## src/rtl/posit_round_encode_16.sv

```systemverilog
// Round-to-nearest-even posit<N,ES> encoder: stage 1 builds regime/exponent/fraction
// fields with guard/sticky, stage 2 rounds, saturates and applies sign/specials.
module posit_round_encode_16 #(
  parameter int N   = 16,
  parameter int ES  = 1,
  parameter int SFW = 7
) (
  input  logic           i_clk,
  input  logic           i_rst_n,
  input  logic           i_valid,
  output logic           o_ready,
  input  logic           i_sign,
  input  logic [SFW-1:0] i_sf,
  input  logic [N:0]     i_frac,
  input  logic           i_zero,
  input  logic           i_nar,
  output logic           o_valid,
  input  logic           i_ready,
  output logic [N-1:0]   o_posit
);

  localparam int MW  = N - 1;
  localparam int W   = 3 * N;
  localparam int PAD = W - 1 - ES - N;
  localparam logic signed [SFW-1:0] SF_HI = SFW'((N - 2) << ES);
  localparam logic signed [SFW:0]   K_ONE = 1;

  logic en;

  // Stage 1 field-build signals
  logic signed [SFW:0] k_ext;
  logic [SFW:0]        run;
  logic                term;
  logic [W-1:0]        fields;
  logic [W-1:0]        shifted;
  logic [W-1:0]        fill_mask;

  // Pipeline registers
  logic          s1_valid_q,  s1_valid_d;
  logic [MW-1:0] s1_mag_q,    s1_mag_d;
  logic          s1_guard_q,  s1_guard_d;
  logic          s1_sticky_q, s1_sticky_d;
  logic          s1_sign_q,   s1_sign_d;
  logic          s1_sat_hi_q, s1_sat_hi_d;
  logic          s1_sat_lo_q, s1_sat_lo_d;
  logic          s1_zero_q,   s1_zero_d;
  logic          s1_nar_q,    s1_nar_d;
  logic          o_valid_q,   o_valid_d;
  logic [N-1:0]  o_posit_q,   o_posit_d;

  // Stage 2 round/encode signals
  logic          round_up;
  logic [N-1:0]  mag_sum;
  logic [MW-1:0] mag_fin;
  logic [N-1:0]  posit_val;

  assign en      = !o_valid_q || i_ready;
  assign o_ready = en;
  assign o_valid = o_valid_q;
  assign o_posit = o_posit_q;

  // The regime is a run of fill bits followed by a terminator; shifting the
  // terminator+exponent+fraction string right by the run length builds it in one step.
  always_comb begin
    k_ext     = $signed({i_sf[SFW-1], i_sf}) >>> ES;
    term      = k_ext[SFW];
    run       = term ? -k_ext : k_ext + K_ONE;
    fields    = {term, i_sf[ES-1:0], i_frac[N-1:0], {PAD{1'b0}}};
    fill_mask = ~({W{1'b1}} >> run);
    shifted   = (fields >> run) | (term ? '0 : fill_mask);
  end

  always_comb begin
    round_up = s1_guard_q && (s1_mag_q[0] || s1_sticky_q);
    mag_sum  = {1'b0, s1_mag_q} + N'(round_up);
    if (s1_sat_hi_q || mag_sum[N-1]) begin
      mag_fin = '1;
    end else if (s1_sat_lo_q || mag_sum == '0) begin
      mag_fin = MW'(1);
    end else begin
      mag_fin = mag_sum[MW-1:0];
    end

    if (s1_nar_q) begin
      posit_val = {1'b1, {MW{1'b0}}};
    end else if (s1_zero_q) begin
      posit_val = '0;
    end else if (s1_sign_q) begin
      posit_val = -{1'b0, mag_fin};
    end else begin
      posit_val = {1'b0, mag_fin};
    end
  end

  // NOTE: every register defaults to its held value first, so a stalled pipeline
  // needs no extra branches and no latch can be inferred from a missed path.
  always_comb begin
    s1_valid_d  = s1_valid_q;
    s1_mag_d    = s1_mag_q;
    s1_guard_d  = s1_guard_q;
    s1_sticky_d = s1_sticky_q;
    s1_sign_d   = s1_sign_q;
    s1_sat_hi_d = s1_sat_hi_q;
    s1_sat_lo_d = s1_sat_lo_q;
    s1_zero_d   = s1_zero_q;
    s1_nar_d    = s1_nar_q;
    o_valid_d   = o_valid_q;
    o_posit_d   = o_posit_q;
    if (en) begin
      s1_valid_d  = i_valid;
      s1_mag_d    = shifted[W-1 -: MW];
      s1_guard_d  = shifted[W-1-MW];
      s1_sticky_d = |shifted[W-2-MW:0];
      s1_sign_d   = i_sign;
      s1_sat_hi_d = $signed(i_sf) >= SF_HI;
      s1_sat_lo_d = $signed(i_sf) < -SF_HI;
      s1_zero_d   = i_zero;
      s1_nar_d    = i_nar;
      o_valid_d   = s1_valid_q;
      if (s1_valid_q) o_posit_d = posit_val;
    end
  end

  // NOTE: all pipeline registers, data included, are reset so a reset mid-stream
  // leaves no stale operand that could resurface after release.
  always_ff @(posedge i_clk or negedge i_rst_n) begin
    if (!i_rst_n) begin
      s1_valid_q  <= 1'b0;
      s1_mag_q    <= '0;
      s1_guard_q  <= 1'b0;
      s1_sticky_q <= 1'b0;
      s1_sign_q   <= 1'b0;
      s1_sat_hi_q <= 1'b0;
      s1_sat_lo_q <= 1'b0;
      s1_zero_q   <= 1'b0;
      s1_nar_q    <= 1'b0;
      o_valid_q   <= 1'b0;
      o_posit_q   <= '0;
    end else begin
      // NOTE: non-blocking updates let both stages advance from the same pre-edge values.
      s1_valid_q  <= s1_valid_d;
      s1_mag_q    <= s1_mag_d;
      s1_guard_q  <= s1_guard_d;
      s1_sticky_q <= s1_sticky_d;
      s1_sign_q   <= s1_sign_d;
      s1_sat_hi_q <= s1_sat_hi_d;
      s1_sat_lo_q <= s1_sat_lo_d;
      s1_zero_q   <= s1_zero_d;
      s1_nar_q    <= s1_nar_d;
      o_valid_q   <= o_valid_d;
      o_posit_q   <= o_posit_d;
    end
  end

endmodule

```

## config.mk

```make
export PLATFORM = sky130hd
export DESIGN_NAME = posit_round_encode_16
export DESIGN_NICKNAME = d
export VERILOG_FILES = /design/src/rtl/posit_round_encode_16.sv
export SDC_FILE = /design/constraint.sdc
export NUM_CORES = 1
export LEC_CHECK = 0
export CELL_PAD_IN_SITES_DETAIL_PLACEMENT = 1
export CELL_PAD_IN_SITES_GLOBAL_PLACEMENT = 1
export CORE_MARGIN = 5
export CORE_UTILIZATION = 46
export CTS_CLUSTER_SIZE = 28
export DETAILED_ROUTE_END_ITERATION = 8
export PLACE_DENSITY_LB_ADDON = 0.25
export SLEW_MARGIN = 20
export SYNTH_ARGS = -nofsm -noshare
export SYNTH_HDL_FRONTEND = slang
export SYNTH_SLANG_ARGS = --single-unit
```

## constraint.sdc

```tcl
create_clock -name i_clk -period 9.25 [get_ports i_clk]
set_input_delay 1.85 -clock i_clk [delete_from_list [all_inputs] [get_ports i_clk]]
set_output_delay 1.85 -clock i_clk [all_outputs]
set_load 0.02 [all_outputs]
```

-- Word-level counts from Yosys, hierarchy flattened
Index checks and enable logic that the tools add are counted.
- word-level logic and storage cells: 37
- bits of input ports: 31
- output and inout bits: 18
- bits in registers: 40
- reduce and logical (&&, ||, !) cells: 9
- muxes and demuxes: 7
- add/sub/neg operators: 4
- bitwise operators: 2
- magnitude comparators: 2
- shift operators: 2
- operators with widths (kind ; count):
    two-way mux 16 bit ; 3
    two-way mux 48 bit ; 1
    NOT 48 bit ; 1
    OR 48 bit ; 1
    right shift 48 x 8 -> 48 bit ; 1
    right shift 48 x 8 -> 48 bit (first input constant) ; 1
    OR reduction 32 bit ; 1
    two-way mux 15 bit ; 2
    adder 15 x 1 -> 16 bit ; 1
    logical NOT 16 bit ; 1
    negation 15 -> 16 bit ; 1
    two-way mux 8 bit ; 1
    negation 6 -> 8 bit ; 1
    adder 6 x 2 -> 7 bit (second input constant) ; 1
    >= comparator 7 x 6 -> 1 bit (second input constant) ; 1
    < comparator 7 x 6 -> 1 bit (second input constant) ; 1
    logical OR 1 bit ; 4
    AND reduction 2 bit ; 1
    logical AND 1 bit ; 1
    logical NOT 1 bit ; 1

-- Longest topological paths before layout
Gate-level depths: netlist of the first run.
- depth after elaboration: 11
- gate-level depth with buffers: 14

-- Worst setup path before layout of the first run
OpenSTA, ideal clock, no wires.
- path kind: input to output
- from: input port i_ready
- to: output port o_ready
- setup slack: 4785 ps
- required time: 7400 ps
- arrival: 2615 ps
- stages on the path: 4
- cell sequence: nor2b_1 > inv_1 > clkbuf_1 > buf_1
- longest elaborated chain between the ends: 1
- ends and longest elaborated chain (item ; RTL line ; source):
    start: declaration ; 18 ; input logic i_ready,
    logical OR 1 bit ; 57 ; assign en = !o_valid_q || i_ready;
    end: declaration ; 11 ; output logic o_ready,
No other way between the ends.

-- Final worst setup path of the first run
- from: input port i_sf[1]
- to: register s1_sticky_q
- longest elaborated chain between the ends: 7
- elaborated cells on any way between the ends: 9
- those cells by class: add/sub (2); shift (2); mux (2); bitwise (2); reduce/logical (1)
- ends and longest elaborated chain (item ; RTL line ; source):
    start: declaration ; 13 ; input logic [SFW-1:0] i_sf,
    adder 6 x 2 -> 7 bit or negation 6 -> 8 bit (tied branches) ; 67 ; run = term ? -k_ext : k_ext + K_ONE;
    two-way mux 8 bit (*) ; 67 ;
    right shift 48 x 8 -> 48 bit ; 69 ; fill_mask = ~({W{1'b1}} >> run);
    NOT 48 bit ; 69 ;
    two-way mux 48 bit ; 70 ; shifted = (fields >> run) | (term ? '0 : fill_mask);
    OR 48 bit (*) ; 70 ;
    OR reduction 32 bit (*) ; 113 ; s1_sticky_d = |shifted[W-2-MW:0];
    end signal: assignment ; 144 ; s1_sticky_q <= s1_sticky_d;
    end: declaration ; 42 ; logic s1_sticky_q, s1_sticky_d;
Mark *: on every way between the ends. The rest lies on a longest branch, timed or not.
A chain may end at the register's enable or synchronous reset.

==> flow_summary.yaml, run 1 <==
hold_path:
  hold_path_end: "o_posit[2]"
  min_path_cells: 2
  min_from: "o_posit[2]"
  worst_hold_path_type: "reg2reg"
clock_network:
  clock_sinks: 40
  cts_buffers: 5
  clkLatencyLatePin_ns: 0.30
  cts_tree: "done"
  path_clk_slew_ns: 0.08
  cts_root_buffer: "clkbuf_8"
  cts-hold-fix-buffers: 0
  clk_path_buf_depth: 2
  htree_levels: 2
  postCtsSetupRepairBufs: 0
  cts_resized: 0
setup_path:
  critical_path.max_fanout: 22
  endpoint_kind: "flop"
  required_ns: 9.41
  start_kind: "input pin"
  r2r_start: "s1_sticky_q"
  critical_path_class: "in2reg"
  worstPathArrival_ns: 5.58
  worstRegToRegCells: 14
  r2r_end: "o_posit[14]"
  critical_path.startpoint: "i_sf[1]"
  rrSetupSlack_ns: 4.79
floorplanning:
  num_rows: 34
  start_util_pct: 47.02
  die-area_sq_um: 10900
  die_h_microns: 104.4
  core_region_area_sq_um: 8721
  die_w_microns: 104.4
  io_pins: 49
cells_and_area:
  num_antenna_cells: 0
  mostFrequentLayoutCells: "77 x nand2_1, 46 x clkdlybuf4s50_1, 42 x o21ai_0, 42 x a21oi_1, 40 x dfrtp_1"
  fin_util_pct: 53.92
  layout-drive-gt1-share_pct: 8.813
  finalNetCount: 591
  n_fill_cell: 1086
  syn2layout_area_growth_pct: 14.68
  seq_area_sq_um: 1001
  multiInputGateArea_sq_um: 2889
  layout_commonest_cell: "nand2_1"
sta:
  layout_setup_ws_ns: 3.830
  period_minus_slack_ns: 5.420
  clock.fmax_ghz: 0.1845
  hold_violations: 0
  maxSlewViolCount: 0
  worst_slew_margin_rel_pct: 39.05
  finalCritPeriodShare_pct: 58.60
  fin_tns_setup_ns: 0
  fin_worst_skew_ns: 0.01269
  rsz0062_at_grt: "false"
  worstMarginPinSlew_ns: 0.9128
  setup_viol: 0
drt:
  drt_iter0_drc: 146
  wl_mm: 12.48
  final_antenna_net_count: 0
  vias_per_cell: 6.381
  routedWlPerCell_microns: 18.79
  routed.top_layer: "met4"
  dr_wl_met2_mm: 6.560
  vias: 4237
  drt-met1-wl_mm: 5.151
  dr.pass1.iters: 4
  met3_length_microns: 322
  drcViolationCount: 0
synth:
  synth.distinct_cells: 72
  ys.flop_type: "dfrtp_1"
  synth_edf_count: 0
  postSynthCellCount: 530
  yosys_warnings: 0
  avgSynthCellArea_sq_um: 7.736
  seq_area_frac_synth_pct: 24.41
  synthArstFlopShare_pct: 100.0
  netlist_area_sq_um: 4100
  syn-num-nets: 566
  ys_seq_elements: 40
power:
  switching_share_pct: 41.84
  p_leak_nw: 1.852
  p_int_w: 0.0004710
  p_clk_share_pct: 18.8
  share_comb_of_total_power_pct: 49.4
  seqPwrFrac_pct: 31.7
  ir_worst_vdd_v: 0.00007647
  switching_power_w: 0.0003388
  power_density_nw_per_um2: 172.2
placed_design:
  dp_hpwl_mm: 9.461
  gp_congestion: 0.8602
  post-place-ws_ns: 3.505
  port_buffers: 47
global_route:
  grt_pass1_wl_mm: 20.93
  grt_start_max_net_pins: 41
  gr-total-overflow: 0
  antenna_found_initial: 0
  grt_pass1_vias: 4314
  track_usage_pct: 22.47
flow_run:
  drv_cap: 0
status:
  status: "complete, no violations"
[power groups by stage]
stage	clock network, W	registers (W)	logic (W)
after floorplan	0	0.000265	0.000258
after global placement	0	0.000256	0.000383
after detailed placement	0	0.000260	0.000397
after CTS	0.000157	0.000257	0.000400
after global routing	0.000165	0.000263	0.000438
final	0.000152	0.000257	0.000400
[worst max-delay path, stage by stage]
cell             delay [ns]
clkdlybuf4s50_1        0.73
ha_1                   0.42
nor2b_1                0.17
or3_1                  0.49
nand2_1                0.62
mux4_2                 0.33
o21ai_0                0.12
or4_1                  0.52
o31ai_1                0.21
nand4_1                0.10
[cell type report]
type / instances / area share [%]
Clock buffer: 6 / 1.756
Clock inverter: 2 / 0.8249
Sequential cell: 40 / 21.29
Timing Repair Buffer: 55 / 11.18
Tap cell: 108 / 2.874
Inverter: 8 / 0.6386
Multi-Input combinational cell: 445 / 61.44
[cells by family (layout without fill, tap and decap cells)]
family,after synthesis,after routing,share of synthesized area [%]
flops,40,40,24.41
xor+xnor,28,28,6.439
compound gates,172,172,27.56
simple gates,204,204,23.86
buf+inv,45,71,5.127
fa+ha+maj,6,6,1.770
mux,35,35,10.83
[synth_stat cells, drive strengths merged (3+ instances only)]
cell type | number | share of area [%]
nor2b | 5 | 0.95
and4 | 3 | 0.64
o21a | 8 | 1.5
buf | 17 | 2.6
xor2 | 12 | 3.0
ha | 5 | 1.5
xnor2 | 16 | 3.4
and3 | 6 | 0.92
clkbuf | 20 | 1.8
nor2 | 39 | 3.6
inv | 7 | 0.64
nand2b | 4 | 0.61
a22oi | 3 | 0.55
mux2i | 23 | 5.6
nor3 | 17 | 2.1
mux4 | 7 | 3.8
dfrtp | 40 | 24
a21oi | 42 | 5.1
a211oi | 9 | 1.8
a31oi | 15 | 2.3
and2 | 6 | 1.0
o311ai | 3 | 0.64
o211ai | 5 | 1.0
o221ai | 3 | 0.64
o21ai | 44 | 5.5
mux2 | 5 | 1.4
nand3 | 18 | 2.2
nand2 | 77 | 7.0
o31ai | 7 | 1.3
nand4 | 9 | 1.4
a31o | 5 | 1.1
or3 | 9 | 1.4
a21o | 3 | 0.55
[worst max-delay path by stage]
stage                       end  slack [ns]  depth (start not counted)
floorplan               o_ready        4.78                          4
global placement    s1_sticky_q        3.58                         10
detailed placement  s1_sticky_q        3.51                         10
CTS                 s1_sticky_q        3.80                         10
global route        s1_sticky_q        3.51                         10
finish              s1_sticky_q        3.83                         10
[through the flow]
step                hold slack (ns)  total power (W)  instances  area, sq um
finish                       0.4877        0.0008098        664         4702
global route                 0.5159        0.0008657        664         4702
CTS                          0.4945        0.0008138        664         4702
detailed placement           0.4741        0.0006561        656         4581
global placement             0.4645        0.0006386        656         4581
floorplan                    0.4491        0.0005226        530         4100
[metal layers]
layer  up-vias  GRT usage (%)
met3        29          2.359
met4         0          10.08
li1       2030              -
met1      2074          26.33
met5         -              0
met2       104          40.77
[state kept, by name, indices dropped and copies added, names as in the netlist]
register and count:
s1_sat_lo_q 1, s1_guard_q 1, s1_sticky_q 1, s1_mag_q 15, o_valid 1, s1_valid_q 1, s1_zero_q 1, s1_nar_q 1
s1_sign_q 1, o_posit 16, s1_sat_hi_q 1
No activity file was read; power rests on OpenSTA's default activity.
==> inputs of run 2 (changes only) <==
--- a/config.mk
+++ b/config.mk
@@ -8,7 +8,7 @@
 export CELL_PAD_IN_SITES_DETAIL_PLACEMENT = 1
 export CELL_PAD_IN_SITES_GLOBAL_PLACEMENT = 1
 export CORE_MARGIN = 5
-export CORE_UTILIZATION = 46
+export CORE_UTILIZATION = 42
 export CTS_CLUSTER_SIZE = 28
 export DETAILED_ROUTE_END_ITERATION = 8
 export PLACE_DENSITY_LB_ADDON = 0.25
==> constraint.sdc (replaced) <==
create_clock -name i_clk -period 5.1 [get_ports i_clk]
set_input_delay 1.02 -clock i_clk [delete_from_list [all_inputs] [get_ports i_clk]]
set_output_delay 1.02 -clock i_clk [all_outputs]
set_load 0.02 [all_outputs]
==> run 2 against run 1 <==
Against the previous run:
- sequential power up 82%
- critical endpoint is now o_posit[14]
- cell count up 4.4%
- first-iteration DRC count grew 21%
- setup slack lost 3.1 ns
- largest power group unchanged
- highest routed layer unchanged
- register-to-register slack lost 4.1 ns
- die area up 8.6%
- clock-buffer cell count decreased by 1
==> flow_summary.yaml, run 2 (same netlist as run 1, synthesis figures left out) <==
sta:
  rsz0062_at_grt: "false"
  setup_viol: 0
  fin_tns_setup_ns: 0
  worst_slew_margin_rel_pct: 40.62
  hold_violations: 0
  fin_worst_skew_ns: 0.01332
  finalCritPeriodShare_pct: 86.58
  period_minus_slack_ns: 4.416
  clock.fmax_ghz: 0.2265
  worstMarginPinSlew_ns: 0.8907
  maxSlewViolCount: 0
drt:
  dr.pass1.iters: 4
  vias: 4198
  routedWlPerCell_microns: 18.32
  final_antenna_net_count: 0
  wl_mm: 12.70
  vias_per_cell: 6.058
  drcViolationCount: 0
  drt_iter0_drc: 176
flow_run:
  drv_cap: 0
placed_design:
  port_buffers: 47
  dp_hpwl_mm: 9.849
  gp_congestion: 0.8756
  placed_cell_area_sq_um: 4642
floorplanning:
  num_rows: 36
  io_pins: 49
  die_w_microns: 108.8
  die-area_sq_um: 11840
  die_h_microns: 108.8
  start_util_pct: 42.54
  core_region_area_sq_um: 9639
setup_path:
  critical_path.max_fanout: 5
  r2r_end: "o_posit[14]"
  critPathMaxStageDelay_ns: 0.47
  endpoint_kind: "flop"
  worstRegToRegCells: 14
  critical_path_class: "reg2reg"
  cpMostUsedCell: "ha_1"
  r2r_start: "s1_sticky_q"
  crit_chain: "o21a_1 > ha_1 > ha_1 > and3_1 > xnor2_1 > nand3_1 > nor4_1 > nand4_1 > a31oi_1 > ha_1 > nand4_1 > o41ai_1 > xor2_1 > o21ai_0"
  required_ns: 5.28
  start_kind: "flop"
  worstPathArrival_ns: 4.60
  crit_slowest_cell: "nor4_1"
  rrSetupSlack_ns: 0.68
clock_network:
  postCtsSetupRepairBufs: 0
  cts_buffers: 5
  cts-hold-fix-buffers: 0
  cts_root_buffer: "clkbuf_8"
  htree_levels: 2
  clock_sinks: 40
  path_clk_slew_ns: 0.09
  clk_path_buf_depth: 2
  clkLatencyLatePin_ns: 0.30
  cts_resized: 0
  cts_tree: "done"
global_route:
  grt_start_max_net_pins: 41
  track_usage_pct: 21.80
  gr-total-overflow: 0
  antenna_found_initial: 0
  grt_pass1_vias: 4314
  grt_pass1_wl_mm: 21.02
cells_and_area:
  layout_commonest_cell: "nand2_1"
  largest_reg_flops: 16
  mostFrequentLayoutCells: "77 x nand2_1, 46 x clkdlybuf4s50_1, 42 x o21ai_0, 42 x a21oi_1, 40 x dfrtp_1"
  n_fill_cell: 1228
  layout-drive-gt1-share_pct: 9.643
  finalNetCount: 595
  syn2layout_area_growth_pct: 16.20
  fin_util_pct: 49.43
  num_antenna_cells: 0
  final_cell_area_sq_um: 4765
hold_path:
  min_path_cells: 2
  worst_hold_path_type: "reg2reg"
  min_from: "o_posit[14]"
  hold_path_end: "o_posit[14]"
status:
  status: "complete, no violations"
power:
  ir_worst_vdd_v: 0.0001457
  power_density_nw_per_um2: 307.5
  p_leak_nw: 1.870
==> run 2: cell types whose count changed in the layout (fill, tap and decap cells not counted) <==
cell	before	now
buf_4	8	12
clkbuf_8	6	5
clkinv_4	1	0
clkinvlp_4	0	1
inv_6	0	1
xnor2_1	16	15
xnor2_2	0	1
==> run 2: cell type report <==
cell class / instances / area, sq um / area share [%]
clock buffers: 5 / 68.82 / 1.444
clock inverters: 3 / 46.29 / 0.9716
inverters: 8 / 30.03 / 0.6303
multi-input cells: 445 / 2897 / 60.79
flip-flops and latches: 40 / 1001 / 21.01
well taps: 133 / 166.4 / 3.493
repair buffers: 59 / 555.5 / 11.66
==> run 2: report_power, final <==
part,total (W),internal (W),switching (W)
Combinational,0.000728,0.000311,0.000417
Sequential,0.000467,0.000387,0.0000806
Clock,0.000270,0.000148,0.000122
Total,0.00146,0.000845,0.000620
==> run 2: critical path, delay by kind of cell (launching register included) <==
| kind | cells | cell delay [ns] |
|---|---|---|
| and+or+nand+nor | 5 | 1.41 |
| xor gates and xnor gates | 2 | 0.54 |
| AOI/OAI and AO/OA | 4 | 1.11 |
| adders and majority gates | 3 | 0.82 |
| DFF | 1 | 0.41 |
==> run 2: worst max path at each step <==
stage | start | endpoint | slack (ns) | cells after the start
final | s1_sticky_q | o_posit[14] | 0.68 | 14
after detailed placement | i_sf[6] | s1_sticky_q | 0.68 | 9
after floorplan | s1_mag_q[0] | o_posit[14] | 1.57 | 14
after global routing | s1_sticky_q | o_posit[14] | 0.43 | 14
after CTS | s1_sticky_q | o_posit[14] | 0.73 | 14
after global placement | i_sf[6] | s1_sticky_q | 0.82 | 9
==> run 2: stage by stage <==
step | total power [W] | setup slack, ns | instances | hold WS, ns
global placement | 0.001172 | 0.8213 | 685 | 0.4644
detailed placement | 0.001197 | 0.6845 | 685 | 0.4698
CTS | 0.001471 | 0.7301 | 693 | 0.4907
finish | 0.001465 | 0.6844 | 693 | 0.4849
floorplan | 0.0009479 | 1.570 | 530 | 0.4491
global route | 0.001565 | 0.4261 | 693 | 0.5336
==> run 2: metal layers <==
layer  global-route usage (%)  share of wire, %
met3                    1.895               3.1
met1                    26.72                43
met4                    6.041               1.9
met5                        0                 0
met2                    40.60                52
